--- config.mk ---
export PLATFORM = sky130hd
export DESIGN_NAME = rr_mux_arbiter
export DESIGN_NICKNAME = d
export VERILOG_FILES = /design/src/rtl/rr_mux_pkg.sv /design/src/rtl/rr_grant.sv /design/src/rtl/rr_mux_arbiter.sv
export SDC_FILE = /design/constraint.sdc
export NUM_CORES = 1
export LEC_CHECK = 0
export ABC_AREA = 1
export CAP_MARGIN = 10
export CORE_MARGIN = 2
export CORE_UTILIZATION = 41
export CTS_BUF_LIST = sky130_fd_sc_hd__clkbuf_4
export DETAILED_ROUTE_END_ITERATION = 10
export PLACE_DENSITY_LB_ADDON = 0.08
export SETUP_SLACK_MARGIN = 0.2
export SLEW_MARGIN = 20
export SYNTH_ARGS = -nofsm -noshare
export SYNTH_HDL_FRONTEND = slang
export SYNTH_SLANG_ARGS = --single-unit
export TNS_END_PERCENT = 30
--- constraint.sdc ---
create_clock -name clk -period 2.9 [get_ports clk]
set_input_delay 0.58 -clock clk [delete_from_list [all_inputs] [get_ports clk]]
set_output_delay 0.58 -clock clk [all_outputs]
set_load 0.005 [all_outputs]
--- src/rtl/rr_mux_pkg.sv ---
// Shared helpers for the round-robin mux arbiter.
package rr_mux_pkg;

  // Index width large enough for the widest legal channel count (16).
  localparam int unsigned IDX_W = 4;
  typedef logic [IDX_W-1:0] idx_t;

  // Modulo-n increment; explicit wrap because n need not be a power of 2.
  function automatic idx_t next_idx(idx_t idx, int unsigned n);
    return ((32'(idx) + 32'd1) >= n) ? '0 : idx + 1'b1;
  endfunction

endpackage

--- src/rtl/rr_grant.sv ---
// Combinational circular first-one search starting at ptr.
module rr_grant #(
  parameter  int N  = 4,
  localparam int SW = $clog2(N)
) (
  input  logic [N-1:0]  req,
  input  logic [SW-1:0] ptr,
  output logic [SW-1:0] grant_idx,
  output logic          grant_any
);

  logic [2*N-1:0] req_rot;
  logic [SW-1:0]  off;
  logic [SW:0]    sum;

  // Rotate so bit 0 is the channel at ptr; the duplicated copy handles wrap.
  assign req_rot = {req, req} >> ptr;

  always_comb begin
    off = '0;
    for (int k = N-1; k >= 0; k--)
      if (req_rot[k]) off = SW'(k);
  end

  assign sum       = {1'b0, ptr} + {1'b0, off};
  assign grant_idx = (sum >= (SW+1)'(N)) ? SW'(sum - (SW+1)'(N)) : SW'(sum);
  assign grant_any = |req;

endmodule

--- src/rtl/rr_mux_arbiter.sv ---
// Round-robin N:1 arbiter with a registered output word and select index.
module rr_mux_arbiter
  import rr_mux_pkg::*;
#(
  parameter  int N  = 4,
  parameter  int W  = 8,
  localparam int SW = $clog2(N)
) (
  input  logic           clk,
  input  logic           rst_n,
  input  logic [N-1:0]   in_valid,
  input  logic [N*W-1:0] in_data,
  output logic [N-1:0]   in_ready,
  output logic           out_valid,
  input  logic           out_ready,
  output logic [W-1:0]   out_data,
  output logic [SW-1:0]  out_sel
);

  logic [SW-1:0] ptr_q, ptr_d;
  logic          out_valid_q, out_valid_d;
  logic [W-1:0]  out_data_q, out_data_d;
  logic [SW-1:0] out_sel_q, out_sel_d;

  logic [SW-1:0]       grant_idx;
  logic                grant_any;
  logic                can_accept, in_hs;
  logic [N-1:0][W-1:0] data_arr;

  rr_grant #(.N(N)) u_grant (
    .req       (in_valid),
    .ptr       (ptr_q),
    .grant_idx (grant_idx),
    .grant_any (grant_any)
  );

  assign data_arr   = in_data;
  assign can_accept = !out_valid_q || out_ready;
  assign in_hs      = rst_n && can_accept && grant_any;
  assign in_ready   = in_hs ? (N'(1) << grant_idx) : '0;

  always_comb begin
    ptr_d       = ptr_q;
    out_valid_d = out_valid_q;
    out_data_d  = out_data_q;
    out_sel_d   = out_sel_q;
    if (in_hs) begin
      // Covers the back-to-back case: a drain and an accept in one cycle.
      ptr_d       = SW'(next_idx(IDX_W'(grant_idx), N));
      out_valid_d = 1'b1;
      out_data_d  = data_arr[grant_idx];
      out_sel_d   = grant_idx;
    end else if (out_valid_q && out_ready) begin
      out_valid_d = 1'b0;
    end
  end

  always_ff @(posedge clk) begin
    if (!rst_n) begin
      ptr_q       <= '0;
      out_valid_q <= 1'b0;
      out_data_q  <= '0;
      out_sel_q   <= '0;
    end else begin
      ptr_q       <= ptr_d;
      out_valid_q <= out_valid_d;
      out_data_q  <= out_data_d;
      out_sel_q   <= out_sel_d;
    end
  end

  assign out_valid = out_valid_q;
  assign out_data  = out_data_q;
  assign out_sel   = out_sel_q;

endmodule
; Word level (Yosys, flattened, before mapping)
; Index checks and enable logic that the tools add are counted.
; Widths: inputs -> output; s select.
[op_classes]
addsub = 4
magnitude_cmp = 3
shift = 2
mux = 11
n_reduce_logical = 7
[ops]
columns = cell, n
row1 = $bmux 8 s2, 1
row2 = $mux 2, 6
row3 = $mux 8, 1
row4 = $shr 8x2->4, 1
row5 = $ge 3x3->1 const B, 2
row6 = $mux 4, 1
row7 = $reduce_or 4->1, 1
row8 = $shl 1x2->4 const A, 1
row9 = $add 2x1->3 const B, 1
row10 = $add 2x2->3, 1
row11 = $logic_and 1x1->1, 3
row12 = $lt 2x3->1 const B, 1
row13 = $add 2x1->2 const B, 1
row14 = $mux 1, 2
row15 = $reduce_bool 2->1, 1
row16 = $sub 2x1->2 const B, 1
row17 = $logic_not 1->1, 1
row18 = $logic_or 1x1->1, 1
[word_totals]
register_bits = 13
input_bits = 39
out_inout_bits = 15
elab_cells = 31

; Longest topological paths before layout
[logic_depth]
word_depth = 11
mapped_depth = 15
mapped_depth_nobuf = 14

; Cells and area by module
; A second synthesis with hierarchy kept.
[hier_totals]
cells_unflattened = 189
hier_area_um2 = 1054.8
[modules_own_cells]
columns = module, instances, cells_each, area_per_inst_um2, seq_area_each_um2
row1 = rr_mux_arbiter, 1, 154, 887.1, 260.2
row2 = rr_grant, 1, 35, 167.7, 0.0

; Worst setup path before layout
; No wires, ideal clock.
[synth_path]
kind = input-to-output
startpoint = input in_valid[1]
endpoint = output in_ready[2]
t_arrival_ns = 2.184
required_ns = 2.320
slack_ns = 0.136
cell_stages = 14
path_buffers = 1
path_cell_list = nand2_1 -> nand3_1 -> nand2_1 -> nand3_1 -> a21boi_0 -> ha_1 -> xor2_4 -> inv_1 -> nand3_4 -> nand2_4 -> buf_12 -> ha_1 -> inv_1 -> nor2_1
[synth_between]
elab_chain_len = 10
elab_cells_between_ends = 13
cone_classes = add/sub: 2 / order compare: 1 / shift: 2 / mux: 6 / reduce/logical: 2
[synth_lines]
columns = item, line
row1 = start: declaration, rr_mux_arbiter.sv:11  ; input logic [N-1:0] in_valid,
row2 = $shr 8x2->4, rr_grant.sv:17  ; assign req_rot = {req, req} >> ptr;
row3 = $mux 2 (4 in series), rr_grant.sv:22  ; if (req_rot[k]) off = SW'(k);
row4 = $add 2x2->3, rr_grant.sv:25  ; assign sum = {1'b0, ptr} + {1'b0, off};
row5 = $ge 3x3->1 / $sub 2x1->2 (equally long branches), rr_grant.sv:26  ; assign grant_idx = (sum >= (SW+1)'(N)) ? SW'(sum - (SW+1)'(N)) : SW'(sum);
row6 = $mux 2, rr_grant.sv:26
row7 = $shl 1x2->4, rr_mux_arbiter.sv:40  ; assign in_ready = in_hs ? (N'(1) << grant_idx) : '0;
row8 = $mux 4 (*), rr_mux_arbiter.sv:40
row9 = end: declaration, rr_mux_arbiter.sv:13  ; output logic [N-1:0] in_ready,
; Every way passes the cells marked *; elsewhere a longest branch is shown, timed or not.

; Worst setup path in the final report
[layout_path]
startpoint = register ptr_q[0]
endpoint = output in_ready[2]
[layout_between]
elab_chain_len = 10
elab_cells_between_ends = 11
cone_classes = add/sub: 2 / order compare: 1 / shift: 2 / mux: 6
[layout_lines]
columns = item, line
row1 = start: declaration, rr_mux_arbiter.sv:20  ; logic [SW-1:0] ptr_q, ptr_d;
row2 = start signal: assignment, rr_mux_arbiter.sv:65  ; ptr_q <= ptr_d;
row3 = $shr 8x2->4, rr_grant.sv:17
row4 = $mux 2 (4 in series), rr_grant.sv:22
row5 = $add 2x2->3 (*), rr_grant.sv:25
row6 = $ge 3x3->1 / $sub 2x1->2 (equally long branches), rr_grant.sv:26
row7 = $mux 2 (*), rr_grant.sv:26
row8 = $shl 1x2->4 (*), rr_mux_arbiter.sv:40
row9 = $mux 4 (*), rr_mux_arbiter.sv:40
; Marked as above.

==> qor_table.md <==
| Quantity | Value | Unit |
| --- | --- | --- |
| Critical Path End Type | output pin | - |
| Final core utilization | 73.4 | % |
| Clock tree from TritonCTS | yes | - |
| Maximum number of pins on one net before global-route repair | 15 | - |
| Delay contributed by the slowest stage of the critical path | 420 | ps |
| Wire length per cell after detailed routing | 12.9 | um |
| Io pins | 54 | - |
| Fraction of the yosys area taken by sequential cells | 24.9 | % |
| Number of global-route vias before repair | 1260 | - |
| TritonCTS Buffers | 3 | - |
| Run status | complete, no violations | - |
| Clock edge transition at the registers on the reported setup and hold paths | 90 | ps |
| Count of fill cells added during filler insertion | 197 | - |
| Capture point of the worst path | in_ready[2] | - |
| Number of different library cells in the post-synthesis netlist | 30 | - |
| Max-cap check violation count | 0 | - |
| Post-Route Skew | 8.00 | ps |
| Clock latency on the worst-skew pair | 280 | ps |
| Slew HR | 75.6 | % |
| Weighted congestion reported at the end of routability-driven placement | 0.731 | - |
| Highest-count cells in the layout ignoring fill and taps | 45 x sky130_fd_sc_hd__clkdlybuf4s50_1, 30 x sky130_fd_sc_hd__nand2_1, 22 x sky130_fd_sc_hd__nand3_1 | - |
| Critical path cell sequence | inv_6, nand2_4, nand3_2, nand2_2, nand3_2, a21boi_2, ha_4, xor2_4, buf_12, nand2_8, nand2_8, ha_4, inv_2, nor2_1, buf_2 | - |
| Category of the most critical setup path | reg -> out | - |
| Detailed Routing Iterations Pass 1 | 6 | - |
| Row count | 18 | - |
| PortBufs | 53 | - |
| Post-synthesis cell count | 149 | - |
| Highest attainable clock frequency | 0.364 | GHz |
| Number of inserted diodes | 0 | - |
| Final worst-path cycle share | 94.7 | % |
| Summed negative setup slack over all endpoints | 0 | ps |
| Share of post-route cells with drive strength above 1 | 32.4 | % |
| FF-to-FF setup slack | 730 | ps |
| Effective utilization at floorplan | 42.6 | % |
| Required @ worst endpoint | 2320 | ps |
| Initial DRC count | 33 | - |
| Total core area | 2450 | sq um |
| Clk buf depth | 2 | - |
| Cell type with the largest total area after synthesis | sky130_fd_sc_hd__dfxtp_1 | - |
| Pleak | 0.000794 | uW |
| Vias per std cell | 5.23 | - |
| Chip height | 54.5 | um |
| Nets in the synthesized netlist | 190 | - |
| Dominant cells by area after synthesis | sky130_fd_sc_hd__dfxtp_1 25%, sky130_fd_sc_hd__nand2_1 13%, sky130_fd_sc_hd__nand3_1 12%, sky130_fd_sc_hd__nor2_1 6.5%, sky130_fd_sc_hd__o21ai_2 5.0% | - |
| Post-synth EDFFs | 0 | - |
| Avg Inst Size Synth | 7.01 | sq um |
| Worst min path class | reg -> reg | - |
| Post-synth top area share | 24.9 | % |
| Remaining global-route overflow | 0 | - |
| Crit-path max FO | 6 | - |
| CP startpoint kind | register | - |
| Primary flip-flop cell chosen by synthesis mapping | sky130_fd_sc_hd__dfxtp_1 | - |
| Final HPWL from detailed placement | 2.51 | mm |
| Layout Nets | 261 | - |
| Leading cell type in the layout, fill and taps excluded | sky130_fd_sc_hd__clkdlybuf4s50_1 | - |
| Worst vdd ir | 0.000533 | V |
| Relative area change from synthesis to final layout | 72.6 | % |
| Power density normalized to cell area | 734 | nW/um^2 |
| Count of clock tree sinks | 13 | - |
| Clk Tree Root Cell | sky130_fd_sc_hd__clkbuf_4 | - |
| Die footprint | 2970 | sq um |
| Cell with the biggest individual delay on the critical path | sky130_fd_sc_hd__dfxtp_4 | - |
| Synthesized area | 1040 | sq um |
| Tightest Pin Transition | 363 | ps |
| Fraction of registers with async set/reset | 0 | % |
| GRT Util Overall | 24.8 | % |
| First-pass GRT wire length | 5.26 | mm |
| Worst r2r dst | out_data[7]$_SDFFE_PN0P_ | - |
| Antenna Nets Post-Route | 0 | - |
| Beginning of the critical path | ptr_q[0]$_SDFFE_PN0P_ | - |
| Total wire length after detailed routing | 3.22 | mm |
| Number of max-slew violations in the final report | 0 | - |
| Unrepaired setup endpoints after global routing | yes | - |
| Seq cells post-synth | 13 | - |
| Reg2reg start | ptr_q[0]$_SDFFE_PN0P_ | - |
| Path depth of the worst reg2reg path | 16 | - |
| Number of antenna violations at the first check in global routing | 0 | - |
| Area taken by multi-input logic gates | 762 | sq um |
| Count of unresolved DRC violations after routing | 0 | - |
| Worst Path Arrival | 2170 | ps |
| Final count of hold timing violations | 0 | - |
| Setup violators final | 0 | - |
| Die Wd | 54.5 | um |
| Number of levels the H-tree was split into | 1 | - |
| Final period demand of the worst path | 2750 | ps |
| Storage cell area | 265 | sq um |
| Via count | 1302 | - |
| YS warnings | 0 | - |
report_power, final:
| group | internal [uW] | switching (uW) | leakage (uW) |
|---|---|---|---|
| sequential | 238 | 38.3 | 0.000109 |
| clock | 62.7 | 61.4 | 0.0000184 |
| combinational | 466 | 457 | 0.000667 |
| total | 767 | 557 | 0.000794 |
final cells by class:
class	instances	area share (%)
Inverter	10	2.64
Sequential cell	13	14.7
Tap cell	30	2.08
Clock buffer	4	1.67
Timing Repair Buffer	74	36.6
Multi-Input combinational cell	118	42.3
worst min-delay path by stage:
stage                             start  slack, ps                       end  cells after the start
2_1_floorplan  out_data[7]$_SDFFE_PN0P_        460  out_data[7]$_SDFFE_PN0P_                      2
3_3_place_gp   out_data[7]$_SDFFE_PN0P_        460  out_data[7]$_SDFFE_PN0P_                      2
3_5_place_dp   out_data[7]$_SDFFE_PN0P_        460  out_data[7]$_SDFFE_PN0P_                      2
4_1_cts        out_data[7]$_SDFFE_PN0P_        470  out_data[7]$_SDFFE_PN0P_                      2
5_1_grt        out_data[3]$_SDFFE_PN0P_        490  out_data[3]$_SDFFE_PN0P_                      2
6_report       out_data[7]$_SDFFE_PN0P_        470  out_data[7]$_SDFFE_PN0P_                      2
through the flow:
stage	std cells	cell area [sq um]	power (uW)	hold slack, ps	setup slack (ps)
2_1_floorplan	149	1050	775	461	235
3_3_place_gp	243	1700	1100	458	-593
3_5_place_dp	243	1700	1110	458	-707
4_1_cts	249	1780	1310	472	66.5
5_1_grt	249	1800	1440	491	-7.79
6_report	249	1800	1320	467	155
critical path, delay by kind of cell (launching register included):
kind | cells | cell delay (ps)
DFF | 1 | 420
buffers and inverters | 4 | 330
AOI/OAI and AO/OA | 1 | 170
xor gates and xnor gates | 1 | 190
and+or+nand+nor | 7 | 460
adders and majority gates | 2 | 320
flip-flops by register name, summed over array words and instances, names as in the netlist:
name	cells
out_valid	1
ptr_q	2
out_sel	2
out_data	8
kinds of logic (layout without fill, tap and decap cells):
logic type	count (synthesis)	count (layout)	share of synthesized area [%]
xor+xnor	1	1	2.64
compound gates	16	16	10.7
fa+ha+maj	2	2	2.39
mux	2	2	1.92
simple gates	97	97	47.9
buf+inv	18	88	9.58
flops	13	13	24.9
per-layer routing:
metal  GRT usage (%)  share of wire [%]
met3            7.10                5.6
met1            24.7                 39
met4            12.1                4.1
met5               0                  0
met2            46.6                 52
cell usage after synthesis, types with 3 or more instances:
cell	number
sky130_fd_sc_hd__nand2_1	35
sky130_fd_sc_hd__nand3_1	25
sky130_fd_sc_hd__nor2_1	18
sky130_fd_sc_hd__dfxtp_1	13
sky130_fd_sc_hd__nand4_1	7
sky130_fd_sc_hd__inv_1	6
sky130_fd_sc_hd__o21ai_2	6
sky130_fd_sc_hd__o21ai_0	4
sky130_fd_sc_hd__a21oi_1	3
sky130_fd_sc_hd__buf_2	3
sky130_fd_sc_hd__nand2_2	3
sky130_fd_sc_hd__nand2_4	3
timing repair:
item,in CTS,in global routing
gates resized for setup,39,15
setup buffers,2,0
pin swaps,12,7
setup endpoints to repair,4,4
hold buffers,0,0
gates cloned,0,0
No activity file was read; power rests on OpenSTA's default activity.
